$ cat config.mk
export PLATFORM = sky130hd
export DESIGN_NAME = cvtb_mode_ctrl
export DESIGN_NICKNAME = d
export VERILOG_FILES = /design/src/rtl/cvtb_mode_ctrl.sv
export SDC_FILE = /design/constraint.sdc
export NUM_CORES = 1
export LEC_CHECK = 0
export BUFFER_PORTS_ARGS = -buffer_cell sky130_fd_sc_hd__buf_2
export CORE_UTILIZATION = 58
export CTS_BUF_LIST = sky130_fd_sc_hd__clkbuf_4 sky130_fd_sc_hd__clkbuf_8
export CTS_CLUSTER_SIZE = 24
export DETAILED_ROUTE_END_ITERATION = 7
export GPL_TIMING_DRIVEN = 0
export PLACE_DENSITY = 0.79
export SYNTH_ARGS = -nofsm -noshare
export SYNTH_HDL_FRONTEND = slang
export SYNTH_SLANG_ARGS = --single-unit
$ cat constraint.sdc
create_clock -name clk -period 2.65 [get_ports clk]
set_input_delay 0.265 -clock clk [delete_from_list [all_inputs] [get_ports clk]]
set_output_delay 0.265 -clock clk [all_outputs]
set_load 0.01 [all_outputs]
$ cat src/rtl/cvtb_mode_ctrl.sv
// Buffer ownership scheduler for the convertible FIFO/packet buffer:
// receive a packet, hand it to the processor, then drain it downstream.
module cvtb_mode_ctrl #(
   parameter int ADDR_W       = 8,
   parameter int PROC_TIMEOUT = 1024
) (
   input  logic              clk,
   input  logic              rst_n,
   input  logic              in_valid,
   input  logic              in_eop,
   output logic              in_ready,
   output logic              wr_en,
   output logic [ADDR_W-1:0] wr_addr,
   output logic              cpu_run,
   output logic              cpu_pc_reset,
   input  logic              cpu_done,
   output logic [ADDR_W-1:0] head_addr,
   output logic [ADDR_W-1:0] tail_addr,
   output logic [ADDR_W-1:0] rd_addr,
   output logic              out_valid,
   output logic              out_eop,
   input  logic              out_ready,
   output logic [1:0]        mem_owner,
   output logic              overflow,
   output logic              timeout
);

   typedef enum logic [1:0] {
      IDLE = 2'b00,
      RECV = 2'b01,
      PROC = 2'b10,
      SEND = 2'b11
   } state_t;

   localparam logic [15:0]       WD_LAST  = 16'(PROC_TIMEOUT - 1);
   localparam logic [ADDR_W-1:0] ADDR_MAX = '1;

   state_t      state;
   logic [15:0] wdog;
   logic        last_word;

   assign in_ready  = (state == IDLE) || (state == RECV);
   assign wr_en     = in_valid & in_ready;
   assign out_eop   = out_valid & (rd_addr == tail_addr);
   assign mem_owner = state;
   // The word at the top address closes the packet even without in_eop.
   assign last_word = in_eop || (wr_addr == ADDR_MAX);

   always_ff @(posedge clk or negedge rst_n) begin
      if (!rst_n) begin
         state        <= IDLE;
         wr_addr      <= '0;
         rd_addr      <= '0;
         head_addr    <= '0;
         tail_addr    <= '0;
         cpu_run      <= 1'b0;
         cpu_pc_reset <= 1'b0;
         out_valid    <= 1'b0;
         overflow     <= 1'b0;
         timeout      <= 1'b0;
         wdog         <= '0;
      end else begin
         cpu_pc_reset <= 1'b0;
         unique case (state)
            IDLE: begin
               if (wr_en) begin
                  head_addr <= '0;
                  wr_addr   <= ADDR_W'(1);
                  if (in_eop) begin
                     tail_addr    <= '0;
                     state        <= PROC;
                     cpu_pc_reset <= 1'b1;
                     wdog         <= '0;
                  end else begin
                     state <= RECV;
                  end
               end
            end
            RECV: begin
               if (wr_en) begin
                  if (wr_addr != ADDR_MAX)
                     wr_addr <= wr_addr + ADDR_W'(1);
                  if (last_word) begin
                     tail_addr    <= wr_addr;
                     state        <= PROC;
                     cpu_pc_reset <= 1'b1;
                     wdog         <= '0;
                     if (!in_eop)
                        overflow <= 1'b1;
                  end
               end
            end
            PROC: begin
               if (cpu_done || (wdog == WD_LAST)) begin
                  state     <= SEND;
                  cpu_run   <= 1'b0;
                  rd_addr   <= head_addr;
                  out_valid <= 1'b0;
                  if (!cpu_done)
                     timeout <= 1'b1;
               end else begin
                  wdog    <= wdog + 16'd1;
                  cpu_run <= 1'b1;
               end
            end
            SEND: begin
               // Each word gets a dead cycle to cover the buffer read latency.
               if (!out_valid) begin
                  out_valid <= 1'b1;
               end else if (out_ready) begin
                  out_valid <= 1'b0;
                  if (rd_addr == tail_addr) begin
                     state     <= IDLE;
                     wr_addr   <= '0;
                     head_addr <= '0;
                     tail_addr <= '0;
                     rd_addr   <= '0;
                  end else begin
                     rd_addr <= rd_addr + ADDR_W'(1);
                  end
               end
            end
            default: state <= IDLE;
         endcase
      end
   end

endmodule
==> key figures, run 1 <==
Outcome
  • Status: finished clean

Route
  • Total Wirelength: 6620 um
  • Via-per-instance ratio: 5.97
  • DR pass1 iterations: 5
  • Residual DRC count: 0
  • Via Count: 2573
  • Initial drt markers: 164
  • Wire per inst: 15.4 um
  • Final ANT Viol Nets: 0

Timing
  • Hold slack: 0.155 ns
  • Post-layout minimum cycle time: 2.55 ns
  • Final worst slack: 0.102 ns
  • Hold Violations, Final: 0
  • Setup violations, final: 0
  • Slew @ Worst Pin: 1.05 ns
  • Worst Clk Skew: 0.00699 ns
  • Worst slew margin relative to its limit: 0.299
  • Final period util: 0.962
  • Max Fclk: 392 MHz
  • Setup_tns: 0 ns
  • Max-slew violations: 0

Setup path
  • Startpoint types: flip-flop
  • Crit Path Category: flip-flop to flip-flop
  • Worst R2R Start: mem_owner[1]$_DFFE_PN0P_
  • Crit-path slowest cell: or4_1
  • Crit path DAT: 2.73 ns
  • Crit. End Element: flip-flop
  • Slowest stage delay, CP: 0.47 ns
  • Worst r2r dst: wdog[11]$_DFFE_PN0P_
  • FF-to-FF setup slack: 0.10 ns
  • Reg2reg path depth: 10
  • Crit path buffers/inverters: 4
  • CP Cell Sequence: inv_1 > ha_1 > clkbuf_4 > nand3_1 > or4_1 > buf_4 > nand2_1 > nand2_1 > buf_2 > a211o_1
  • Top delay family on crit path: simple AND/OR/NAND/NOR gates
  • Most Frequent Cell on Critical Path: nand2_1
  • Crit-path max FO: 10
  • Req. time, crit path: 2.83 ns

Synth
  • Synth top area share: 0.407
  • Mux cell area share after synthesis: 0.0580
  • Post-synthesis average cell area: 9.26 um^2
  • Largest family of logic cells by synthesized area: simple AND/OR/NAND/NOR gates
  • Yosys warnings: 0
  • Number of synthesized flops with an enable pin: 0
  • Synth Instances: 312
  • FF+latch count, synth: 47
  • Register area share after synthesis: 0.407
  • Compound-Gate Fraction of Synth Area: 0.166
  • FFs w/ async S/R, synth: 1.00
  • Simple-gate area share of the yosys netlist: 0.243
  • Dominant synthesized flop cell: dfrtp_1
  • Post-Synth Adder-Cell Area: 0.0303
  • Count of different cell masters after synthesis: 58
  • Cell Area, Synth: 2890 um^2
  • Cell taking the most area after synthesis: dfrtp_1
  • Ranking of synthesized cells by area: dfrtp_1 (41%), mux2i_1 (4.5%), nand2_1 (3.8%)
  • Xor/xnor share of the synthesized area: 0.0243

Pwr
  • Switching Share: 0.435
  • Pwr/cell area: 865 nW/um^2
  • Cell Int Power: 1.61 mW
  • Net switching power figure: 1.24 mW
  • Reg power frac: 0.353
  • Fraction of power consumed by the clock network: 0.155
  • LEAKAGE: 1.63 nW
  • Max IR drop VDD: 0.711 mV
  • Logic pwr share: 0.492

Die
  • Full die area: 5270 um^2
  • Chip width: 72.6 um
  • Initial Util: 0.608
  • DIE HEIGHT: 72.6 um
  • Num ports: 48
  • Core box area: 4750 um^2
  • Row count: 25

Clock network
  • Post CTS Setup Buffer Count: 0
  • CTS Buf Count: 5
  • Clk_lat worst skew: 0.30 ns
  • Worst-path clk slew: 0.08 ns
  • CTS tree: built
  • Num Clock Sinks: 47
  • H-tree level count: 2
  • Clock Root Buffer: clkbuf_8
  • CTS max path bufs: 2

Layout
  • Area of the multi-input gates: 1550 um^2
  • Sequential Area: 1180 um^2
  • Share of cells above drive strength 1: 0.212
  • Area Overhead vs Synth: 13.9%
  • Antenna cell count: 0
  • # nets final: 377
  • Fillcell total: 390

Worst hold path
  • HP Class: input port to async pin

Global routing
  • Number of global-route vias before repair: 2291
  • Initial antenna violation count: 0
  • First-pass GRT wire length: 10900 um
  • GRT Total Usage: 0.267
  • GRT Residual Overflow: 0
  • Largest net degree at the start of global routing: 48

Placement
  • DP HPWL: 4760 um
  • Buffers added on ports: 39
  • GP Congestion: 0.881
  • Place WS: 0.0330 ns

Job
  • Max-cap violation count: 0
## cells in the mapped netlist (4+ instances only)
| master | instances |
|---|---|
| a211o_1 | 5 |
| a21oi_1 | 15 |
| and3_1 | 11 |
| buf_4 | 9 |
| clkbuf_1 | 5 |
| dfrtp_1 | 47 |
| ha_1 | 7 |
| inv_1 | 22 |
| mux2i_1 | 13 |
| nand2_1 | 29 |
| nand2b_1 | 5 |
| nand3_1 | 18 |
| nand4_1 | 5 |
| nor2_1 | 13 |
| nor3_1 | 5 |
| nor4_1 | 7 |
| o21ai_0 | 14 |
| o22ai_1 | 6 |
| o2bb2ai_1 | 6 |
| or3_1 | 4 |
| or4_1 | 5 |
| xor2_1 | 8 |
## kinds of logic (layout without fill, tap and decap cells)
logic type                 Yosys count  count (layout)
AOI/OAI and AO/OA                   70              70
muxes                               16              16
and+or+nand+nor                    122             122
xor gates and xnor gates             8               8
buffers and inverters               41              86
other                                1               8
adders and majority gates            7               7
DFF                                 47              47
## power groups by stage
stage | clock [mW] | combinational [mW] | sequential, mW
2_1_floorplan | 0 | 0.964 | 1.02
3_3_place_gp | 0 | 1.35 | 1.00
3_5_place_dp | 0 | 1.37 | 1.01
4_1_cts | 0.452 | 1.38 | 0.998
5_1_grt | 0.475 | 1.53 | 1.03
6_report | 0.441 | 1.40 | 1.00
## stage by stage
step | instances | total power, mW | util | cell area, um^2
after floorplan | 319 | 1.98 | - | 2920
after global placement | 425 | 2.35 | 0.672 | 3190
after detailed placement | 425 | 2.38 | 0.672 | 3190
after CTS | 432 | 2.83 | 0.690 | 3280
after global routing | 431 | 3.03 | 0.692 | 3290
final | 431 | 2.84 | 0.692 | 3290
## placed cells by master (no fill, tap or decap), types with 3 or more instances in the layout
master,instances
buf_4,9
buf_2,41
nor4_1,7
and2_1,3
a21oi_1,15
a211o_1,5
o31ai_1,3
dfrtp_1,47
nand3_1,18
inv_1,22
nor2_1,13
a211oi_1,3
and3_1,11
o22ai_1,6
or4_1,5
o2bb2ai_1,6
o21ai_0,14
clkbuf_8,6
or3_1,3
mux2i_1,13
nor2b_1,3
nand2b_1,5
nand4_1,5
clkbuf_1,3
nand2_1,29
ha_1,6
xor2_1,8
conb_1,8
nor3_1,5
## final cells by class
| type | count | share of cell area |
|---|---|---|
| multi-input combinational | 231 | 0.470 |
| sequential | 47 | 0.358 |
| timing repair buffer | 39 | 0.0593 |
| buffer | 18 | 0.0358 |
| tap | 67 | 0.0255 |
| clock buffer | 6 | 0.0251 |
| inverter | 22 | 0.0251 |
| clock inverter | 1 | 0.00152 |
## metal layers
layer	part of all wire	track usage	up-vias
met1	0.46	0.368	1238
met3	0.048	0.0401	12
met5	0	0	-
li1	-	-	1227
met4	0.015	0.0915	0
met2	0.48	0.434	96
## registers in the layout, indices dropped and copies added (netlist names)
signal,cells
wr_addr,8
mem_owner,2
overflow,1
wdog,16
cpu_run,1
timeout,1
cpu_pc_reset,1
tail_addr,8
out_valid,1
rd_addr,8
## what timing repair did
item / 4_1_cts / 5_1_grt
hold buffers: 0 / 0
setup endpoints to repair: 0 / 11
resized for setup: 0 / 5
## worst max-delay path by stage
stage                             start                endpoint  slack, ns  cells past startpoint
6_report       mem_owner[1]$_DFFE_PN0P_    wdog[11]$_DFFE_PN0P_       0.10                     10
5_1_grt        mem_owner[1]$_DFFE_PN0P_    wdog[15]$_DFFE_PN0P_      -0.03                     10
4_1_cts        mem_owner[1]$_DFFE_PN0P_  wr_addr[7]$_DFFE_PN0P_       0.02                     10
3_5_place_dp   mem_owner[1]$_DFFE_PN0P_  wr_addr[7]$_DFFE_PN0P_       0.03                     10
3_3_place_gp   mem_owner[1]$_DFFE_PN0P_  wr_addr[7]$_DFFE_PN0P_       0.06                     10
2_1_floorplan  mem_owner[1]$_DFFE_PN0P_  wr_addr[7]$_DFFE_PN0P_       0.24                     10
No activity file was read; power rests on OpenSTA's default activity.
==> inputs of run 2 (changes only) <==
CORE_UTILIZATION = 56   (was 58)
PLACE_DENSITY = 0.76   (was 0.79)
==> run 2 against run 1 <==
  * Sequential cell count is the same
  * Clock power is 21% higher
  * Hold slack got worse by 0.0076 ns
  * Wire length fell by 3.3%
  * Fmax increased by 1.7%
  * Combinational power hardly changed
  * First-iteration DRC count grew 14%
  * Global-route usage decreased by 1.2 points
  * Total power up 3.8%
  * Setup slack gained 0.042 ns
  * Non-clock buffer count up 1
==> key figures, run 2 (synthesis gave the netlist of run 1 again) <==
Outcome
  • Status: finished clean

Setup path
  • Crit-path max FO: 9
  • Crit Path Category: flip-flop to flip-flop
  • Crit. End Element: flip-flop
  • Req. time, crit path: 2.87 ns
  • Crit path DAT: 2.72 ns
  • Reg2reg path depth: 10
  • CP endpoint: wdog[15]$_DFFE_PN0P_
  • FF-to-FF setup slack: 0.14 ns
  • Startpoint types: flip-flop
  • Worst r2r dst: wdog[15]$_DFFE_PN0P_
  • Critical path startpoint: mem_owner[1]$_DFFE_PN0P_
  • Worst R2R Start: mem_owner[1]$_DFFE_PN0P_

Timing
  • Hold slack: 0.147 ns
  • Hold Violations, Final: 0
  • Final period util: 0.946
  • Setup_tns: 0 ns
  • Setup violations, final: 0
  • Post-layout minimum cycle time: 2.51 ns
  • Slew @ Worst Pin: 1.06 ns
  • Worst slew margin relative to its limit: 0.295
  • Worst Clk Skew: 0.00834 ns
  • Max Fclk: 399 MHz
  • Max-slew violations: 0

Clock network
  • Num Clock Sinks: 47
  • CTS max path bufs: 2
  • Cts hold-fix bufs: 0
  • Worst-path clk slew: 0.09 ns
  • H-tree level count: 2
  • Clk_lat worst skew: 0.31 ns
  • CTS tree: built
  • Clock Root Buffer: clkbuf_8
  • CTS Buf Count: 5

Layout
  • Commonest non-fill, non-tap cell in the layout: dfrtp_1
  • Register with the most flip-flops: wdog
  • Max reg flops: 16
  • Final core occ: 0.687
  • Commonest non-fill, non-tap cells in the layout: dfrtp_1 (47), buf_2 (40), nand2_1 (28)
  • Fin cells: 433
  • Area Overhead vs Synth: 15.3%
  • Antenna cell count: 0
  • # nets final: 378
  • Final Cell Area: 3330 um^2
  • Share of cells above drive strength 1: 0.219

Route
  • Met3 routed WL: 302 um
  • DR pass1 iterations: 4
  • Wire per inst: 14.8 um
  • Met2 Wirelength: 2980 um
  • Total Wirelength: 6400 um
  • Residual DRC count: 0
  • WL met1: 3060 um
  • Max Used Layer: met4
  • Initial drt markers: 187
  • Via Count: 2504
  • Via-per-instance ratio: 5.78
  • Final ANT Viol Nets: 0

Pwr
  • Switching Share: 0.425
  • Reg power frac: 0.339
  • Cell Int Power: 1.70 mW
  • Max IR drop VDD: 0.737 mV
  • Net switching power figure: 1.25 mW
  • Logic pwr share: 0.480
  • Pwr/cell area: 886 nW/um^2
  • Fraction of power consumed by the clock network: 0.181
  • LEAKAGE: 1.65 nW

Die
  • Initial Util: 0.596
  • DIE HEIGHT: 73.8 um
  • Core box area: 4850 um^2
  • Chip width: 73.8 um
  • Row count: 25
  • Num ports: 48
  • Full die area: 5450 um^2

Global routing
  • Initial antenna violation count: 0
  • Number of global-route vias before repair: 2219
  • GRT Total Usage: 0.256
  • Largest net degree at the start of global routing: 48
  • GRT Residual Overflow: 0
  • First-pass GRT wire length: 10600 um

Worst hold path
  • HP Class: input port to async pin

Placement
  • Buffers added on ports: 39
  • Dpl cell area: 3190 um^2
  • GP Congestion: 0.939
  • Dpl cells: 425
  • DP HPWL: 4510 um

Job
  • Max-cap violation count: 0
run 2: worst max-delay path: stages, from the launching register on:
cell and delay, ns:
dfrtp_1 0.41, inv_1 0.10, ha_1 0.16, clkbuf_4 0.19
nand3_1 0.10, or4_1 0.48, buf_4 0.19, and2_1 0.16
clkbuf_2 0.15, or3_1 0.31, o211ai_1 0.17
run 2: layout make-up:
cell class | instances | area (um^2)
plain buffers | 18 | 120
clock buffers | 5 | 68.8
clock inverters | 3 | 43.8
fillers | 393 | 1520
inverters | 22 | 82.6
multi-input cells | 231 | 1550
flip-flops and latches | 47 | 1180
well taps | 67 | 83.8
repair buffers | 40 | 203
run 2: how the worst min path moves through the flow:
stage / endpoint / cells after the start
floorplan: cpu_pc_reset$_DFF_PN0_ / 0
global placement: timeout$_DFFE_PN0P_ / 1
detailed placement: timeout$_DFFE_PN0P_ / 1
CTS: overflow$_DFFE_PN0P_ / 1
global route: wdog[10]$_DFFE_PN0P_ / 1
finish: wdog[6]$_DFFE_PN0P_ / 1
run 2: power groups by stage:
stage          combinational, mW  sequential [mW]  clock (mW)
2_1_floorplan              0.964             1.02           0
3_5_place_dp                1.36             1.01           0
3_3_place_gp                1.34             1.01           0
5_1_grt                     1.57             1.02       0.578
4_1_cts                     1.38            0.996       0.548
6_report                    1.42            0.999       0.534
run 2: timing repair:
action                                  4_1_cts  5_1_grt
endpoints found under the setup margin        1       15
gates resized for setup                       1        7
buffers inserted                              0        1
run 2: routing by layer:
layer	up-vias	track usage
met1	1184	0.381
met4	0	0.0662
met2	82	0.384
met3	6	0.0425
li1	1232	-
met5	-	0
run 2: stage by stage:
| stage | setup slack [ns] | power, mW |
|---|---|---|
| 3_3_place_gp | 0.0238 | 2.35 |
| 3_5_place_dp | 0.00980 | 2.37 |
| 6_report | 0.144 | 2.95 |
| 2_1_floorplan | 0.237 | 1.98 |
| 5_1_grt | -0.00360 | 3.17 |
| 4_1_cts | 0.0484 | 2.92 |
==> inputs of run 3 (changes only) <==
CORE_UTILIZATION = 53   (was 56)
clock period = 2.3 ns   (was 2.65 ns; I/O delays follow)
==> run 3 against run 2 <==
  * Critical path depth decreased by 3
  * Largest power group unchanged
  * Utilization shrank 0.41 points
  * Via count grew 3.2%
  * Critical path type unchanged
  * Total power up 25%
  * Cell count rose by 3.7%
  * Sequential power grew 15%
  * Wire length up 8.1%
  * Critical endpoint is now wdog[0]$_DFFE_PN0P_
  * Sequential cell count unchanged
  * Largest cell class unchanged
  * Clock power up 24%
==> key figures, run 3 (synthesis gave the netlist of run 1 again) <==
Setup path
  • Crit path DAT: 2.46 ns
  • Crit. End Element: flip-flop
  • Req. time, crit path: 2.54 ns
  • Crit Path Category: flip-flop to flip-flop
  • Crit-path max FO: 8
  • Startpoint types: flip-flop

Layout
  • Commonest non-fill, non-tap cells in the layout: dfrtp_1 (44), buf_2 (39), nand2_1 (27)
  • Antenna cell count: 0
  • Fillcell total: 411
  • Max reg flops: 16
  • Final Cell Area: 3530 um^2
  • Area Overhead vs Synth: 22.3%
  • Share of cells above drive strength 1: 0.290
  • # nets final: 391
  • Register with the most flip-flops: wdog
  • Commonest non-fill, non-tap cell in the layout: dfrtp_1

Placement
  • Dpl cell area: 3210 um^2
  • DP HPWL: 4710 um
  • GP Congestion: 0.838
  • Buffers added on ports: 39

Timing
  • Setup violations, final: 0
  • Max-slew violations: 0
  • Hold slack: 0.107 ns
  • Slew @ Worst Pin: 1.06 ns
  • Post-layout minimum cycle time: 2.22 ns
  • Setup_tns: 0 ns
  • Worst slew margin relative to its limit: 0.294
  • Worst Clk Skew: 0.0104 ns
  • Final period util: 0.963
  • Max Fclk: 451 MHz
  • Hold Violations, Final: 0

Clock network
  • Clock Root Buffer: clkbuf_8
  • Cts hold-fix bufs: 0
  • Clk_lat worst skew: 0.31 ns
  • CTS tree: built
  • Num Clock Sinks: 47
  • Worst-path clk slew: 0.09 ns
  • H-tree level count: 2
  • CTS Buf Count: 5
  • CTS max path bufs: 2

Die
  • Num ports: 48
  • DIE HEIGHT: 75.8 um
  • Row count: 26
  • Initial Util: 0.559
  • Core box area: 5170 um^2
  • Chip width: 75.8 um
  • Full die area: 5750 um^2

Route
  • Via-per-instance ratio: 5.76
  • DR pass1 iterations: 5
  • Final ANT Viol Nets: 0
  • Residual DRC count: 0
  • Total Wirelength: 6920 um
  • Via Count: 2585
  • Initial drt markers: 239
  • Wire per inst: 15.4 um

Global routing
  • Largest net degree at the start of global routing: 48
  • GRT Residual Overflow: 0
  • Number of global-route vias before repair: 2214
  • First-pass GRT wire length: 10900 um
  • Initial antenna violation count: 0
  • GRT Total Usage: 0.253

Outcome
  • Status: finished clean

Worst hold path
  • HP Class: input port to async pin

Pwr
  • Design Power: 3.69 mW
  • Pwr/cell area: 1040 nW/um^2
  • LEAKAGE: 1.73 nW
  • Max IR drop VDD: 0.684 mV

Job
  • Max-cap violation count: 0
-- run 3: cell count changes in the layout (fill, tap and decap cells not counted), moves of 3 or more --
cell | before | now
buf_4 | 11 | 25
ha_2 | 0 | 3
ha_1 | 7 | 3
dfrtp_1 | 47 | 44
dfrtp_2 | 0 | 3
buf_6 | 1 | 4
-- run 3: worst max-delay path, cell delays in order, from the launching register on --
cell      delay [ns]
dfrtp_1         0.42
inv_2           0.08
ha_4            0.19
nand2b_1        0.15
or4_4           0.54
a211oi_4        0.43
buf_4           0.20
mux2_2          0.15
-- run 3: final cells by class --
class / instances / area, um^2 / share of cell area
clock buffers: 6 / 82.6 / 0.0234
well taps: 70 / 87.6 / 0.0248
repair buffers: 56 / 327 / 0.0925
plain buffers: 15 / 118 / 0.0333
multi-input cells: 231 / 1620 / 0.458
inverters: 22 / 82.6 / 0.0234
clock inverters: 2 / 38.8 / 0.0110
flip-flops and latches: 47 / 1180 / 0.334
-- run 3: repair_timing --
| item | 4_1_cts | 5_1_grt |
|---|---|---|
| pin swaps | 6 | 10 |
| endpoints found under the hold margin | 0 | 0 |
| setup buffers | 6 | 11 |
| gates resized for setup | 18 | 14 |
| setup endpoints to repair | 32 | 30 |
-- run 3: metrics by stage --
| step | util | setup slack (ns) | cells |
|---|---|---|---|
| 3_3_place_gp | 0.621 | -0.127 | 428 |
| 6_report | 0.683 | 0.0840 | 449 |
| 5_1_grt | 0.683 | -0.00289 | 449 |
| 4_1_cts | 0.664 | 0.00593 | 439 |
| 3_5_place_dp | 0.621 | -0.161 | 428 |
| 2_1_floorplan | - | 0.00432 | 319 |
-- run 3: metal layers --
metal  share of wire  track usage
met4           0.011       0.0679
met2            0.47        0.392
met3           0.054       0.0410
met1            0.46        0.366
met5               0            0
-- run 3: final timing paths --
kind                                     endpoint  cells after the start  slack, ns                     start
max                           wdog[0]$_DFFE_PN0P_                      7       0.08  mem_owner[0]$_DFFE_PN0P_
min                        rd_addr[6]$_DFFE_PN0P_                      1       0.11                     rst_n
max reg2reg                   wdog[0]$_DFFE_PN0P_                      7       0.08  mem_owner[0]$_DFFE_PN0P_
min reg2reg                  overflow$_DFFE_PN0P_                      1       0.48      overflow$_DFFE_PN0P_
max in group asynchronous    wdog[13]$_DFFE_PN0P_                      1       1.46                     rst_n
min in group clk             overflow$_DFFE_PN0P_                      2       0.24                  in_valid
-- run 3: power breakdown --
| part | leakage [nW] | switching, mW | internal (mW) |
|---|---|---|---|
| Sequential | 0.638 | 0.180 | 0.971 |
| Combinational | 1.03 | 1.05 | 0.829 |
| Clock | 0.0618 | 0.303 | 0.358 |
